--- src/rtl/ysyx_24110015_axi_rr_arbiter.sv ---
`default_nettype none
// ============================================================================
// Module  : ysyx_24110015_axi_rr_arbiter
// Brief   : Single-outstanding AXI4 round-robin arbiter (IFU read, LSU r/w)
//           with a per-transaction watchdog that answers SLVERR on timeout.
// Revision: 1.0 - initial release
// ============================================================================
module ysyx_24110015_axi_rr_arbiter #(
    parameter int ADDR_W  = 32,
    parameter int DATA_W  = 32,
    parameter int ID_W    = 4,
    parameter int TIMEOUT = 1024
) (
    input  logic                  clk,
    input  logic                  rst,
    // IFU read address / data
    input  logic                  ifu_arvalid,
    output logic                  ifu_arready,
    input  logic [ADDR_W-1:0]     ifu_araddr,
    input  logic [ID_W-1:0]       ifu_arid,
    input  logic [7:0]            ifu_arlen,
    input  logic [2:0]            ifu_arsize,
    input  logic [1:0]            ifu_arburst,
    output logic                  ifu_rvalid,
    input  logic                  ifu_rready,
    output logic [DATA_W-1:0]     ifu_rdata,
    output logic [1:0]            ifu_rresp,
    output logic                  ifu_rlast,
    output logic [ID_W-1:0]       ifu_rid,
    // LSU read address / data
    input  logic                  lsu_arvalid,
    output logic                  lsu_arready,
    input  logic [ADDR_W-1:0]     lsu_araddr,
    input  logic [ID_W-1:0]       lsu_arid,
    input  logic [7:0]            lsu_arlen,
    input  logic [2:0]            lsu_arsize,
    input  logic [1:0]            lsu_arburst,
    output logic                  lsu_rvalid,
    input  logic                  lsu_rready,
    output logic [DATA_W-1:0]     lsu_rdata,
    output logic [1:0]            lsu_rresp,
    output logic                  lsu_rlast,
    output logic [ID_W-1:0]       lsu_rid,
    // LSU write address / data / response
    input  logic                  lsu_awvalid,
    output logic                  lsu_awready,
    input  logic [ADDR_W-1:0]     lsu_awaddr,
    input  logic [ID_W-1:0]       lsu_awid,
    input  logic [7:0]            lsu_awlen,
    input  logic [2:0]            lsu_awsize,
    input  logic [1:0]            lsu_awburst,
    input  logic                  lsu_wvalid,
    output logic                  lsu_wready,
    input  logic [DATA_W-1:0]     lsu_wdata,
    input  logic [DATA_W/8-1:0]   lsu_wstrb,
    input  logic                  lsu_wlast,
    output logic                  lsu_bvalid,
    input  logic                  lsu_bready,
    output logic [1:0]            lsu_bresp,
    output logic [ID_W-1:0]       lsu_bid,
    // Downstream slave
    output logic                  s_arvalid,
    input  logic                  s_arready,
    output logic [ADDR_W-1:0]     s_araddr,
    output logic [ID_W-1:0]       s_arid,
    output logic [7:0]            s_arlen,
    output logic [2:0]            s_arsize,
    output logic [1:0]            s_arburst,
    input  logic                  s_rvalid,
    output logic                  s_rready,
    input  logic [DATA_W-1:0]     s_rdata,
    input  logic [1:0]            s_rresp,
    input  logic                  s_rlast,
    input  logic [ID_W-1:0]       s_rid,
    output logic                  s_awvalid,
    input  logic                  s_awready,
    output logic [ADDR_W-1:0]     s_awaddr,
    output logic [ID_W-1:0]       s_awid,
    output logic [7:0]            s_awlen,
    output logic [2:0]            s_awsize,
    output logic [1:0]            s_awburst,
    output logic                  s_wvalid,
    input  logic                  s_wready,
    output logic [DATA_W-1:0]     s_wdata,
    output logic [DATA_W/8-1:0]   s_wstrb,
    output logic                  s_wlast,
    input  logic                  s_bvalid,
    output logic                  s_bready,
    input  logic [1:0]            s_bresp,
    input  logic [ID_W-1:0]       s_bid,
    output logic                  timeout_err
);

    localparam logic [2:0] c_IDLE  = 3'd0;
    localparam logic [2:0] c_AR    = 3'd1;
    localparam logic [2:0] c_R     = 3'd2;
    localparam logic [2:0] c_AW    = 3'd3;
    localparam logic [2:0] c_W     = 3'd4;
    localparam logic [2:0] c_B     = 3'd5;
    localparam logic [2:0] c_R_ERR = 3'd6;
    localparam logic [2:0] c_B_ERR = 3'd7;
    localparam logic [1:0] c_SLVERR = 2'b10;

    logic [2:0]        r_state;
    logic [2:0]        w_next;
    logic              r_gnt_lsu;
    logic              r_last_lsu;
    logic              r_timeout_err;
    logic [ADDR_W-1:0] r_addr;
    logic [ID_W-1:0]   r_id;
    logic [7:0]        r_len;
    logic [2:0]        r_size;
    logic [1:0]        r_burst;

    logic              w_pick_lsu;
    logic              w_gnt_ifu;
    logic              w_gnt_lsu;
    logic              w_rready_g;
    logic              w_busy;
    logic              w_hs;
    logic              w_wd_hit;
    logic              w_expire;
    logic [DATA_W-1:0] w_rdata;
    logic [1:0]        w_rresp;
    logic              w_rlast;
    logic [ID_W-1:0]   w_rid;

    // The master not granted last wins a tie; r_last_lsu resets high so IFU goes first.
    assign w_pick_lsu = (lsu_awvalid | lsu_arvalid) & (~ifu_arvalid | ~r_last_lsu);
    assign w_gnt_lsu  = w_pick_lsu;
    assign w_gnt_ifu  = ifu_arvalid & ~w_pick_lsu;
    assign w_rready_g = r_gnt_lsu ? lsu_rready : ifu_rready;

    assign w_busy = (r_state == c_AR) || (r_state == c_R) || (r_state == c_AW) ||
                    (r_state == c_W)  || (r_state == c_B);

    assign w_hs = ((r_state == c_AR) & s_arready) |
                  ((r_state == c_R)  & s_rvalid & w_rready_g) |
                  ((r_state == c_AW) & s_awready) |
                  ((r_state == c_W)  & lsu_wvalid & s_wready) |
                  ((r_state == c_B)  & s_bvalid & lsu_bready);

    // A handshake in the expiry cycle wins over the abort.
    assign w_expire = w_wd_hit & ~w_hs;

    generate
        if (TIMEOUT != 0) begin : g_wdog
            localparam int c_WD_W = (TIMEOUT > 1) ? $clog2(TIMEOUT) : 1;
            localparam logic [c_WD_W-1:0] c_WD_MAX = c_WD_W'(TIMEOUT - 1);
            logic [c_WD_W-1:0] r_wdog;

            always_ff @(posedge clk or negedge rst) begin
                if (!rst) begin
                    r_wdog <= '0;
                end else if (!w_busy || w_hs || w_wd_hit) begin
                    r_wdog <= '0;
                end else begin
                    r_wdog <= r_wdog + c_WD_W'(1);
                end
            end

            assign w_wd_hit = w_busy && (r_wdog == c_WD_MAX);
        end else begin : g_no_wdog
            assign w_wd_hit = 1'b0;
        end
    endgenerate

    always_ff @(posedge clk or negedge rst) begin
        if (!rst) begin
            r_state <= c_IDLE;
        end else begin
            r_state <= w_next;
        end
    end

    always_comb begin
        w_next = r_state;
        case (r_state)
            c_IDLE: begin
                if (w_gnt_ifu)                      w_next = c_AR;
                else if (w_gnt_lsu && lsu_awvalid)  w_next = c_AW;
                else if (w_gnt_lsu)                 w_next = c_AR;
            end
            c_AR: begin
                if (w_expire)       w_next = c_R_ERR;
                else if (s_arready) w_next = c_R;
            end
            c_R: begin
                if (w_expire)                              w_next = c_R_ERR;
                else if (s_rvalid && w_rready_g && s_rlast) w_next = c_IDLE;
            end
            c_AW: begin
                if (w_expire)       w_next = c_B_ERR;
                else if (s_awready) w_next = c_W;
            end
            c_W: begin
                if (w_expire)                                w_next = c_B_ERR;
                else if (lsu_wvalid && s_wready && lsu_wlast) w_next = c_B;
            end
            c_B: begin
                if (w_expire)                    w_next = c_B_ERR;
                else if (s_bvalid && lsu_bready) w_next = c_IDLE;
            end
            c_R_ERR: if (w_rready_g) w_next = c_IDLE;
            c_B_ERR: if (lsu_bready) w_next = c_IDLE;
            default: w_next = c_IDLE;
        endcase
    end

    always_ff @(posedge clk or negedge rst) begin
        if (!rst) begin
            r_gnt_lsu     <= 1'b0;
            r_last_lsu    <= 1'b1;
            r_timeout_err <= 1'b0;
            r_addr        <= '0;
            r_id          <= '0;
            r_len         <= '0;
            r_size        <= '0;
            r_burst       <= '0;
        end else begin
            r_timeout_err <= w_expire;
            if (r_state == c_IDLE && (w_gnt_ifu || w_gnt_lsu)) begin
                r_gnt_lsu <= w_gnt_lsu;
                if (w_gnt_ifu) begin
                    r_addr  <= ifu_araddr;
                    r_id    <= ifu_arid;
                    r_len   <= ifu_arlen;
                    r_size  <= ifu_arsize;
                    r_burst <= ifu_arburst;
                end else if (lsu_awvalid) begin
                    r_addr  <= lsu_awaddr;
                    r_id    <= lsu_awid;
                    r_len   <= lsu_awlen;
                    r_size  <= lsu_awsize;
                    r_burst <= lsu_awburst;
                end else begin
                    r_addr  <= lsu_araddr;
                    r_id    <= lsu_arid;
                    r_len   <= lsu_arlen;
                    r_size  <= lsu_arsize;
                    r_burst <= lsu_arburst;
                end
            end
            if ((r_state == c_R && s_rvalid && w_rready_g && s_rlast) ||
                (r_state == c_R_ERR && w_rready_g)) begin
                r_last_lsu <= r_gnt_lsu;
            end
            if ((r_state == c_B && s_bvalid && lsu_bready) ||
                (r_state == c_B_ERR && lsu_bready)) begin
                r_last_lsu <= 1'b1;
            end
        end
    end

    always_comb begin
        ifu_arready = 1'b0;
        lsu_arready = 1'b0;
        lsu_awready = 1'b0;
        ifu_rvalid  = 1'b0;
        lsu_rvalid  = 1'b0;
        lsu_bvalid  = 1'b0;
        lsu_bresp   = 2'b00;
        lsu_bid     = '0;
        w_rdata     = '0;
        w_rresp     = 2'b00;
        w_rlast     = 1'b0;
        w_rid       = '0;

        s_arvalid = (r_state == c_AR);
        s_araddr  = r_addr;
        s_arid    = r_id;
        s_arlen   = r_len;
        s_arsize  = r_size;
        s_arburst = r_burst;
        s_awvalid = (r_state == c_AW);
        s_awaddr  = r_addr;
        s_awid    = r_id;
        s_awlen   = r_len;
        s_awsize  = r_size;
        s_awburst = r_burst;
        s_wvalid  = (r_state == c_W) & lsu_wvalid;
        s_wdata   = lsu_wdata;
        s_wstrb   = lsu_wstrb;
        s_wlast   = lsu_wlast;
        lsu_wready = (r_state == c_W) & s_wready;
        s_rready  = (r_state == c_R) & w_rready_g;
        s_bready  = (r_state == c_B) & lsu_bready;

        case (r_state)
            c_IDLE: begin
                ifu_arready = w_gnt_ifu;
                lsu_awready = w_gnt_lsu & lsu_awvalid;
                lsu_arready = w_gnt_lsu & ~lsu_awvalid;
            end
            c_R: begin
                ifu_rvalid = s_rvalid & ~r_gnt_lsu;
                lsu_rvalid = s_rvalid & r_gnt_lsu;
                w_rdata    = s_rdata;
                w_rresp    = s_rresp;
                w_rlast    = s_rlast;
                w_rid      = s_rid;
            end
            c_R_ERR: begin
                ifu_rvalid = ~r_gnt_lsu;
                lsu_rvalid = r_gnt_lsu;
                w_rresp    = c_SLVERR;
                w_rlast    = 1'b1;
                w_rid      = r_id;
            end
            c_B: begin
                lsu_bvalid = s_bvalid;
                lsu_bresp  = s_bresp;
                lsu_bid    = s_bid;
            end
            c_B_ERR: begin
                lsu_bvalid = 1'b1;
                lsu_bresp  = c_SLVERR;
                lsu_bid    = r_id;
            end
            default: ;
        endcase

        ifu_rdata   = w_rdata;
        ifu_rresp   = w_rresp;
        ifu_rlast   = w_rlast;
        ifu_rid     = w_rid;
        lsu_rdata   = w_rdata;
        lsu_rresp   = w_rresp;
        lsu_rlast   = w_rlast;
        lsu_rid     = w_rid;
        timeout_err = r_timeout_err;
    end

endmodule
`default_nettype wire

--- config.mk ---
export PLATFORM = sky130hd
export DESIGN_NAME = ysyx_24110015_axi_rr_arbiter
export DESIGN_NICKNAME = d
export VERILOG_FILES = /design/src/rtl/ysyx_24110015_axi_rr_arbiter.sv
export SDC_FILE = /design/constraint.sdc
export NUM_CORES = 1
export LEC_CHECK = 0
export BUFFER_PORTS_ARGS = -buffer_cell sky130_fd_sc_hd__buf_4
export CAP_MARGIN = 5
export CORE_AREA = 2 2 182 184
export DETAILED_ROUTE_END_ITERATION = 8
export DIE_AREA = 0 0 184 186
export GPL_TIMING_DRIVEN = 0
export SLEW_MARGIN = 20
export SYNTH_ARGS = -nofsm -noshare
export SYNTH_HDL_FRONTEND = slang
export SYNTH_SLANG_ARGS = --single-unit
--- constraint.sdc ---
create_clock -name clk -period 3.4 [get_ports clk]
set_input_delay 0.68 -clock clk [delete_from_list [all_inputs] [get_ports clk]]
set_output_delay 0.68 -clock clk [all_outputs]
set_load 0.005 [all_outputs]
==> impl_metrics.ini, run 1 <==
[sta]
hold_viol = 0
layout_min_cycle_time_ns = 3.089
rsz0062_at_grt = false
hold_slack_ns = 0.4561
fmax_mhz = 323.8
timing.slew.headroom_pct = 41.12
tightest_slew_ns = 0.8832
fin_crit_sh_pct = 90.84
report.final.slew_viol_count = 0
clock_skew_ns = 0.007494
tns_ns = 0
setup_viol = 0

[place]
gp_congestion = 0.8554
io_buffers = 438
place_area_mm2 = 0.008894
dp_hpwl_um = 21180

[power]
vdd_drop_max_v = 0.0002550
leakagePower_nw = 4.978
total_power_mw = 6.315
powerDensity_mw_per_mm2 = 683.8

[cts]
htreeDepth = 3
post-cts-setup-buffers = 0
numCtsBuffers = 9
cts_max_path_buffers = 2
clk_pin_slew_ns = 0.06
ctsHoldBuffers = 0
clkLatencyLatePin_ns = 0.34
cts.repair.resized = 0
cts.sinks = 65
cts-root-buf = clkbuf_16
cts_tree = built

[synthesis]
yosys.area.top_type = dfrtp_1
synth_edf_count = 0
yosysMostFrequentCell = buf_4
async_reset_ff_share_pct = 100.0
syn-instance-count = 634
synth_area_leaders = dfrtp_1 (31%), buf_4 (18%), mux2i_1 (12%), o21ai_0 (9.8%), nand2_1 (8.0%)
synth_seq_cells = 65
dominantRegCellSynth = dfrtp_1
netlist.area_leader.share_pct = 31.46
yosysSeqAreaShare_pct = 31.97
synthTopCellsByCount = buf_4 (125), nand2_1 (109), o21ai_0 (100)
syn_avg_cell_area_um2 = 8.030
yosys.cell_types.count = 43
syn-num-nets = 878
yosys_warnings = 0
syn_area_mm2 = 0.005091

[min_path]
hold_class = input pin to async pin

[critical_path]
cp-start-kind = flop
cp_common_cell = buf_4
cp_max_fo = 10
required_ns = 2.72
max_stage_delay_ns = 0.52
cp_slowest_cell = clkbuf_1
worstPathCellList = buf_6, clkbuf_1, clkbuf_2, mux2i_1, nor2_1, buf_4, buf_4
cp-end-kind = primary output
crit_arrival_ns = 2.41
crit_type = flop to primary output

[global_routing]
grt_pass1_wl_um = 34190
grt_pass1_vias = 5796
grt_use_total_pct = 13.64
antenna_found_initial = 1
grt-ovfl-total = 0
grt_max_degree = 66

[floorplan]
pin_count = 475
die_w_um = 184
core_mm2 = 0.03221
num_rows = 66
start_util_pct = 15.81
die_h_um = 186
die_area_mm2 = 0.03422

[drt]
wl_met3_um = 1783
drc = 0
vias = 5995
highest_layer = met4
first_pass_iters = 5
routedWlPerCell_um = 16.65
drt-initial-drc-count = 201
wl_met2_um = 13440
wirelength_um = 24920
via_per_inst = 4.005
wl_met1_um = 9276
ant_nets = 0

[finish]
fin_area_mm2 = 0.009235
fillers = 3506
post-route-util_pct = 28.68
num-nets-final = 1327
drive_gt1_share_pct = 55.51
area_growth_pct = 81.40

[job]
drv_cap = 0

[outcome]
status = completed
## cell families after synthesis
logic type,synth area share [%]
buffers and inverters,22.02
adder cells (fa/ha/maj),0.2457
AND/OR/NAND/NOR,19.98
AO/OA/AOI/OAI,12.53
XOR/XNOR,1.204
flip-flops,31.97
multiplexers,12.04
## placed cells by master (no fill, tap or decap), types with 3 or more instances in the layout
| cell type | netlist | final |
|---|---|---|
| nor2_1 | 30 | 30 |
| nor3_1 | 8 | 8 |
| nor4_1 | 3 | 3 |
| o21ai_0 | 100 | 100 |
| and3_1 | 5 | 5 |
| a21oi_1 | 5 | 5 |
| buf_4 | 125 | 563 |
| clkbuf_16 | 0 | 9 |
| nor2b_1 | 4 | 4 |
| mux2i_1 | 59 | 59 |
| xor2_1 | 5 | 5 |
| nand2_1 | 109 | 109 |
| buf_2 | 11 | 11 |
| clkbuf_1 | 22 | 22 |
| and2_1 | 35 | 35 |
| dfrtp_1 | 64 | 64 |
| nand3_1 | 10 | 10 |
| inv_1 | 3 | 3 |
## critical path: cells and delay by family (launching register included)
kind	cells	cell delay, ns
multiplexers	1	0.22
buffers and inverters	5	1.38
AND/OR/NAND/NOR	1	0.09
flip-flops	1	0.38
## worst paths after layout
path / startpoint / to / slack [ns] / cells past startpoint
max: r_state[2] / lsu_rid[3] / 0.31 / 7
min: rst / s_arlen[0] / 0.46 / 1
max reg2reg: r_state[1] / s_araddr[29] / 1.00 / 7
min reg2reg: g_wdog.r_wdog[0] / g_wdog.r_wdog[0] / 0.49 / 1
max in group asynchronous: rst / s_araddr[10] / 2.37 / 1
min in group clk: g_wdog.r_wdog[0] / g_wdog.r_wdog[0] / 0.49 / 1
## per-layer routing
layer  vias up  track usage, %
met5         -               0
met4         0           3.904
met3        25           3.150
met2       327           26.73
met1      2743           14.43
li1       2900               -
## sequential cells by signal, summed over array words and instances, names as in the netlist, 2 cells and up
name           flops
s_arburst          2
s_arlen            8
r_state            3
g_wdog.r_wdog     10
s_arid             4
s_araddr          32
s_arsize           3
## power breakdown
group	switching, mW	internal (mW)
Sequential	0.393	1.12
Combinational	1.65	2.10
Clock	0.381	0.665
## area by class of cell
cell class / count / area, um2 / share of cell area (%)
timing repair buffer: 438 / 3288 / 35.60
clock inverter: 6 / 90.09 / 0.9755
antenna: 1 / 2.502 / 0.02710
multi-input combinational: 403 / 2355 / 25.50
inverter: 5 / 18.77 / 0.2032
clock buffer: 10 / 239.0 / 2.588
sequential: 65 / 1628 / 17.63
tap: 408 / 510.5 / 5.528
buffer: 161 / 1104 / 11.95
## metrics by stage
| stage | worst slack, ns | instances |
|---|---|---|
| 2_1_floorplan | 1.209 | 634 |
| 3_3_place_gp | 0.1377 | 1480 |
| 3_5_place_dp | 0.2310 | 1480 |
| 4_1_cts | 0.01548 | 1496 |
| 5_1_grt | 0.1044 | 1496 |
| 6_report | 0.3114 | 1497 |
Note: power is estimated with default switching activity, not from simulation.
==> run 2, diff against run 1 <==
--- a/config.mk
+++ b/config.mk
@@ -7,9 +7,9 @@
 export LEC_CHECK = 0
 export BUFFER_PORTS_ARGS = -buffer_cell sky130_fd_sc_hd__buf_4
 export CAP_MARGIN = 5
-export CORE_AREA = 2 2 182 184
+export CORE_AREA = 2 2 184 186
 export DETAILED_ROUTE_END_ITERATION = 8
-export DIE_AREA = 0 0 184 186
+export DIE_AREA = 0 0 186 188
 export GPL_TIMING_DRIVEN = 0
 export SLEW_MARGIN = 20
 export SYNTH_ARGS = -nofsm -noshare
==> run 2 against run 1 <==
- routed wire length down 1.3%
- power down 2.7%
- highest routed layer unchanged
- sequential power about the same
- cell area down 0.11%
==> impl_metrics.ini, run 2 (synthesized netlist as in run 1, its figures left out) <==
[cts]
clk_pin_slew_ns = 0.07
cts-root-buf = clkbuf_16
numCtsBuffers = 9
cts_max_path_buffers = 2
cts.sinks = 65
cts_tree = built
cts.repair.resized = 0
ctsHoldBuffers = 0
post-cts-setup-buffers = 0
htreeDepth = 3
clkLatencyLatePin_ns = 0.34

[power]
vdd_drop_max_v = 0.0002419
clockPowerShare_pct = 14.7
powerDensity_mw_per_mm2 = 665.7
p_sw_share_pct = 39.47
leakagePower_nw = 4.945
p_seq_share_pct = 24.6
p_int_mw = 3.717
p_switching_mw = 2.424
p_comb_share_pct = 60.7
total_power_mw = 6.141

[outcome]
status = completed

[drt]
wirelength_um = 24590
drt-initial-drc-count = 115
first_pass_iters = 4
vias = 6017
drc = 0
routedWlPerCell_um = 16.00
via_per_inst = 3.915
ant_nets = 0

[place]
dp_hpwl_um = 20820
gp_congestion = 0.8202
place_area_mm2 = 0.008940
io_buffers = 438

[global_routing]
antenna_found_initial = 1
grt_pass1_vias = 5904
grt_pass1_wl_um = 34240
grt_use_total_pct = 13.14
grt_max_degree = 66
grt-ovfl-total = 0

[floorplan]
die_area_mm2 = 0.03497
die_w_um = 186
core_mm2 = 0.03311
die_h_um = 188
num_rows = 67
start_util_pct = 15.38
pin_count = 475

[sta]
hold_viol = 0
tightest_slew_ns = 1.025
setup_viol = 0
report.final.slew_viol_count = 0
rsz0062_at_grt = false
timing.slew.headroom_pct = 31.18
layout_min_cycle_time_ns = 3.146
tns_ns = 0
hold_slack_ns = 0.4629
fmax_mhz = 317.9
clock_skew_ns = 0.01175
fin_crit_sh_pct = 92.53

[critical_path]
cp-start-kind = flop
crit_type = flop to primary output
cp-end-kind = primary output
required_ns = 2.72
crit_arrival_ns = 2.47
cp_max_fo = 10

[finish]
mostFrequentLayoutCell = buf_4
num-nets-final = 1327
drive_gt1_share_pct = 55.24
largest_reg_flops = 32
fin_area_mm2 = 0.009225
final_cell_mix = buf_4 (563), nand2_1 (109), o21ai_0 (100)
fillers = 3599
area_growth_pct = 81.20

[job]
drv_cap = 0

[min_path]
hold_class = input pin to async pin
==> run 2: cell types whose count changed in the layout (fill, tap and decap cells not counted), sizes merged <==
cell	previous run	this run
buf	576	577
bufinv	2	0
clkbuf	33	32
clkinv	2	3
clkinvlp	1	2
==> run 2: worst paths after layout <==
path                             startpoint  cells after the start  slack, ns                to
setup / recovery                 r_state[2]                      7       0.25        lsu_rid[1]
hold / removal                          rst                      1       0.46      s_araddr[26]
setup reg to reg                 r_state[1]                      7       1.08      s_araddr[29]
hold reg to reg            g_wdog.r_wdog[0]                      1       0.49  g_wdog.r_wdog[0]
max in group asynchronous               rst                      1       2.36       timeout_err
min in group clk           g_wdog.r_wdog[0]                      1       0.49  g_wdog.r_wdog[0]
==> run 2: critical path, cell delays in order, from the launching register on <==
cell and delay, ns:
dfrtp_1 0.39, buf_6 0.15, clkbuf_1 0.49, buf_1 0.48
mux2i_1 0.25, nor2_1 0.08, buf_4 0.17, buf_4 0.12
==> run 2: area by class of cell <==
class / count / area [um2] / share of cell area [%]
antenna: 1 / 2.502 / 0.02713
buffer: 161 / 1102 / 11.95
clock buffer: 10 / 229.0 / 2.482
clock inverter: 6 / 45.04 / 0.4883
inverter: 5 / 18.77 / 0.2034
multi-input combinational: 403 / 2351 / 25.48
sequential: 65 / 1628 / 17.65
tap: 448 / 560.5 / 6.076
timing repair buffer: 438 / 3288 / 35.64
==> run 2: per-stage QoR <==
step,util (%),std cells,setup WS [ns]
after floorplan,-,634,1.209
after global placement,27.00,1520,0.2817
after detailed placement,27.00,1520,0.2582
after CTS,27.83,1536,0.1943
after global routing,27.86,1537,0.1001
final,27.86,1537,0.2539
==> run 2: power by group through the flow <==
| stage | Clock [mW] | Sequential (mW) | Combinational, mW |
|---|---|---|---|
| CTS | 0.946 | 1.52 | 3.77 |
| floorplan | 0 | 1.40 | 1.78 |
| global route | 0.977 | 1.56 | 4.07 |
| global placement | 0 | 1.53 | 3.72 |
| finish | 0.902 | 1.51 | 3.73 |
| detailed placement | 0 | 1.53 | 3.77 |
==> run 2: layer usage <==
metal	vias up	global-route usage, %	routed length (um)
met3	19	2.447	1785
met4	0	4.331	439
met2	325	25.09	13120
met5	-	0	0
met1	2775	14.31	9252
li1	2898	-	-
==> run 3, diff against run 2 <==
--- a/config.mk
+++ b/config.mk
@@ -11,7 +11,7 @@
 export DETAILED_ROUTE_END_ITERATION = 8
 export DIE_AREA = 0 0 186 188
 export GPL_TIMING_DRIVEN = 0
-export SLEW_MARGIN = 20
+export REMOVE_ABC_BUFFERS = 1
 export SYNTH_ARGS = -nofsm -noshare
 export SYNTH_HDL_FRONTEND = slang
 export SYNTH_SLANG_ARGS = --single-unit
==> run 3 against run 2 <==
- first-iteration DRC count is 10% higher
- power is 10% lower
- non-clock buffer count is 191 lower
- sequential cell count stayed put
- cell count is 12% lower
- critical path depth is 2 lower
- sequential power is 3% higher
- routed wire length is 18% lower
- largest power group unchanged
==> impl_metrics.ini, run 3 (synthesized netlist as in run 1, its figures left out) <==
[power]
vdd_drop_max_v = 0.0002639
p_switching_mw = 2.126
p_seq_share_pct = 28.3
clockPowerShare_pct = 19.3
total_power_mw = 5.523
p_sw_share_pct = 38.50
leakagePower_nw = 4.147
p_int_mw = 3.397
powerDensity_mw_per_mm2 = 688.6
p_comb_share_pct = 52.4

[place]
dp_hpwl_um = 16350
placed_cells = 1329
place_area_mm2 = 0.007694
dp_slack_ns = 0.2362
io_buffers = 402
gp_congestion = 0.7432

[outcome]
status = completed

[critical_path]
crit_type = input pin to primary output
r2r_setup_slack_ns = 0.77
crit_arrival_ns = 2.46
r2r_end = r_state[0]
cp_max_fo = 56
r2r-start = r_state[2]
required_ns = 2.72
reg2reg_depth = 6
cp-end-kind = primary output
cp-start-kind = input pin

[finish]
num-nets-final = 1136
fin_area_mm2 = 0.008021
drive_gt1_share_pct = 48.49
n_antenna_cell = 0
fillers = 3669
area_growth_pct = 57.56
final_cell_count_no_fill = 1345
mostFrequentLayoutCell = buf_4
largest_reg_flops = 32
final_cell_mix = buf_4 (402), nand2_1 (109), o21ai_0 (100)

[global_routing]
grt-ovfl-total = 0
grt_pass1_vias = 4868
grt_max_degree = 66
grt_use_total_pct = 10.95
grt_pass1_wl_um = 28310
antenna_found_initial = 0

[cts]
cts_max_path_buffers = 2
cts-root-buf = clkbuf_16
clkLatencyLatePin_ns = 0.34
htreeDepth = 3
numCtsBuffers = 9
ctsHoldBuffers = 0
clk_pin_slew_ns = 0.07
cts.repair.resized = 0
post-cts-setup-buffers = 0
cts.sinks = 65
cts_tree = built

[drt]
routedWlPerCell_um = 15.01
drt-initial-drc-count = 127
ant_nets = 0
drc = 0
vias = 5157
first_pass_iters = 4
via_per_inst = 3.834
wirelength_um = 20190

[sta]
setup_viol = 0
report.final.slew_viol_count = 0
rsz0062_at_grt = false
tightest_slew_ns = 1.114
tns_ns = 0
hold_viol = 0
timing.slew.headroom_pct = 25.70
fin_crit_sh_pct = 92.42
layout_min_cycle_time_ns = 3.142
fmax_mhz = 318.2
worst_slack_ns = 0.2577
clock_skew_ns = 0.009409

[job]
drv_cap = 0

[min_path]
hold_class = input pin to async pin

[floorplan]
die_h_um = 188
die_area_mm2 = 0.03497
core_mm2 = 0.03311
start_util_pct = 15.38
num_rows = 67
pin_count = 475
die_w_um = 186
[run 3: cell count changes in the layout (fill, tap and decap cells not counted), sizes merged]
cell	change
buf	-169
bufinv	+2
clkbuf	-23
clkinvlp	-2
diode	-1
inv	+1
[run 3: how the worst max path moves through the flow]
stage / from / end / slack (ns)
4_1_cts: lsu_awvalid / ifu_arready / 0.22
2_1_floorplan: lsu_awvalid / ifu_arready / -0.92
6_report: lsu_awvalid / ifu_arready / 0.26
5_1_grt: r_state[1] / lsu_rvalid / 0.14
3_5_place_dp: lsu_awvalid / ifu_arready / 0.24
3_3_place_gp: lsu_awvalid / s_arlen[2] / -4.34
[run 3: layer usage]
metal	GRT usage, %	vias up	routed length, um
li1	-	2512	-
met1	12.61	2337	7826
met2	18.26	294	9557
met3	4.972	14	2534
met4	2.907	0	267
met5	0	-	0
[run 3: critical path, stage by stage]
cell and delay [ns]:
buf_4 0.75, nor2_1 0.19, o21ai_4 0.47, nor4_1 0.13
buf_4 0.20
[run 3: power groups by stage]
stage / registers (mW) / clock network, mW / logic, mW
5_1_grt: 1.62 / 1.16 / 3.21
2_1_floorplan: 1.51 / 0 / 1.06
3_5_place_dp: 1.58 / 0 / 2.95
3_3_place_gp: 1.57 / 0 / 2.87
4_1_cts: 1.57 / 1.13 / 2.95
6_report: 1.56 / 1.07 / 2.89
[run 3: cell type report]
class | instances | area, um2 | area share, %
clock buffers | 9 | 225.2 | 2.808
clock inverters | 7 | 102.6 | 1.279
inverters | 5 | 18.77 | 0.2340
multi-input cells | 403 | 2369 | 29.53
flip-flops and latches | 65 | 1628 | 20.29
well taps | 448 | 560.5 | 6.988
repair buffers | 408 | 3118 | 38.87
[run 3: stage by stage]
| step | hold WS (ns) | util, % |
|---|---|---|
| 2_1_floorplan | 0.3844 | - |
| 3_3_place_gp | 0.4809 | 22.85 |
| 3_5_place_dp | 0.4945 | 23.23 |
| 4_1_cts | 0.4976 | 24.22 |
| 5_1_grt | 0.5372 | 24.22 |
| 6_report | 0.4664 | 24.22 |
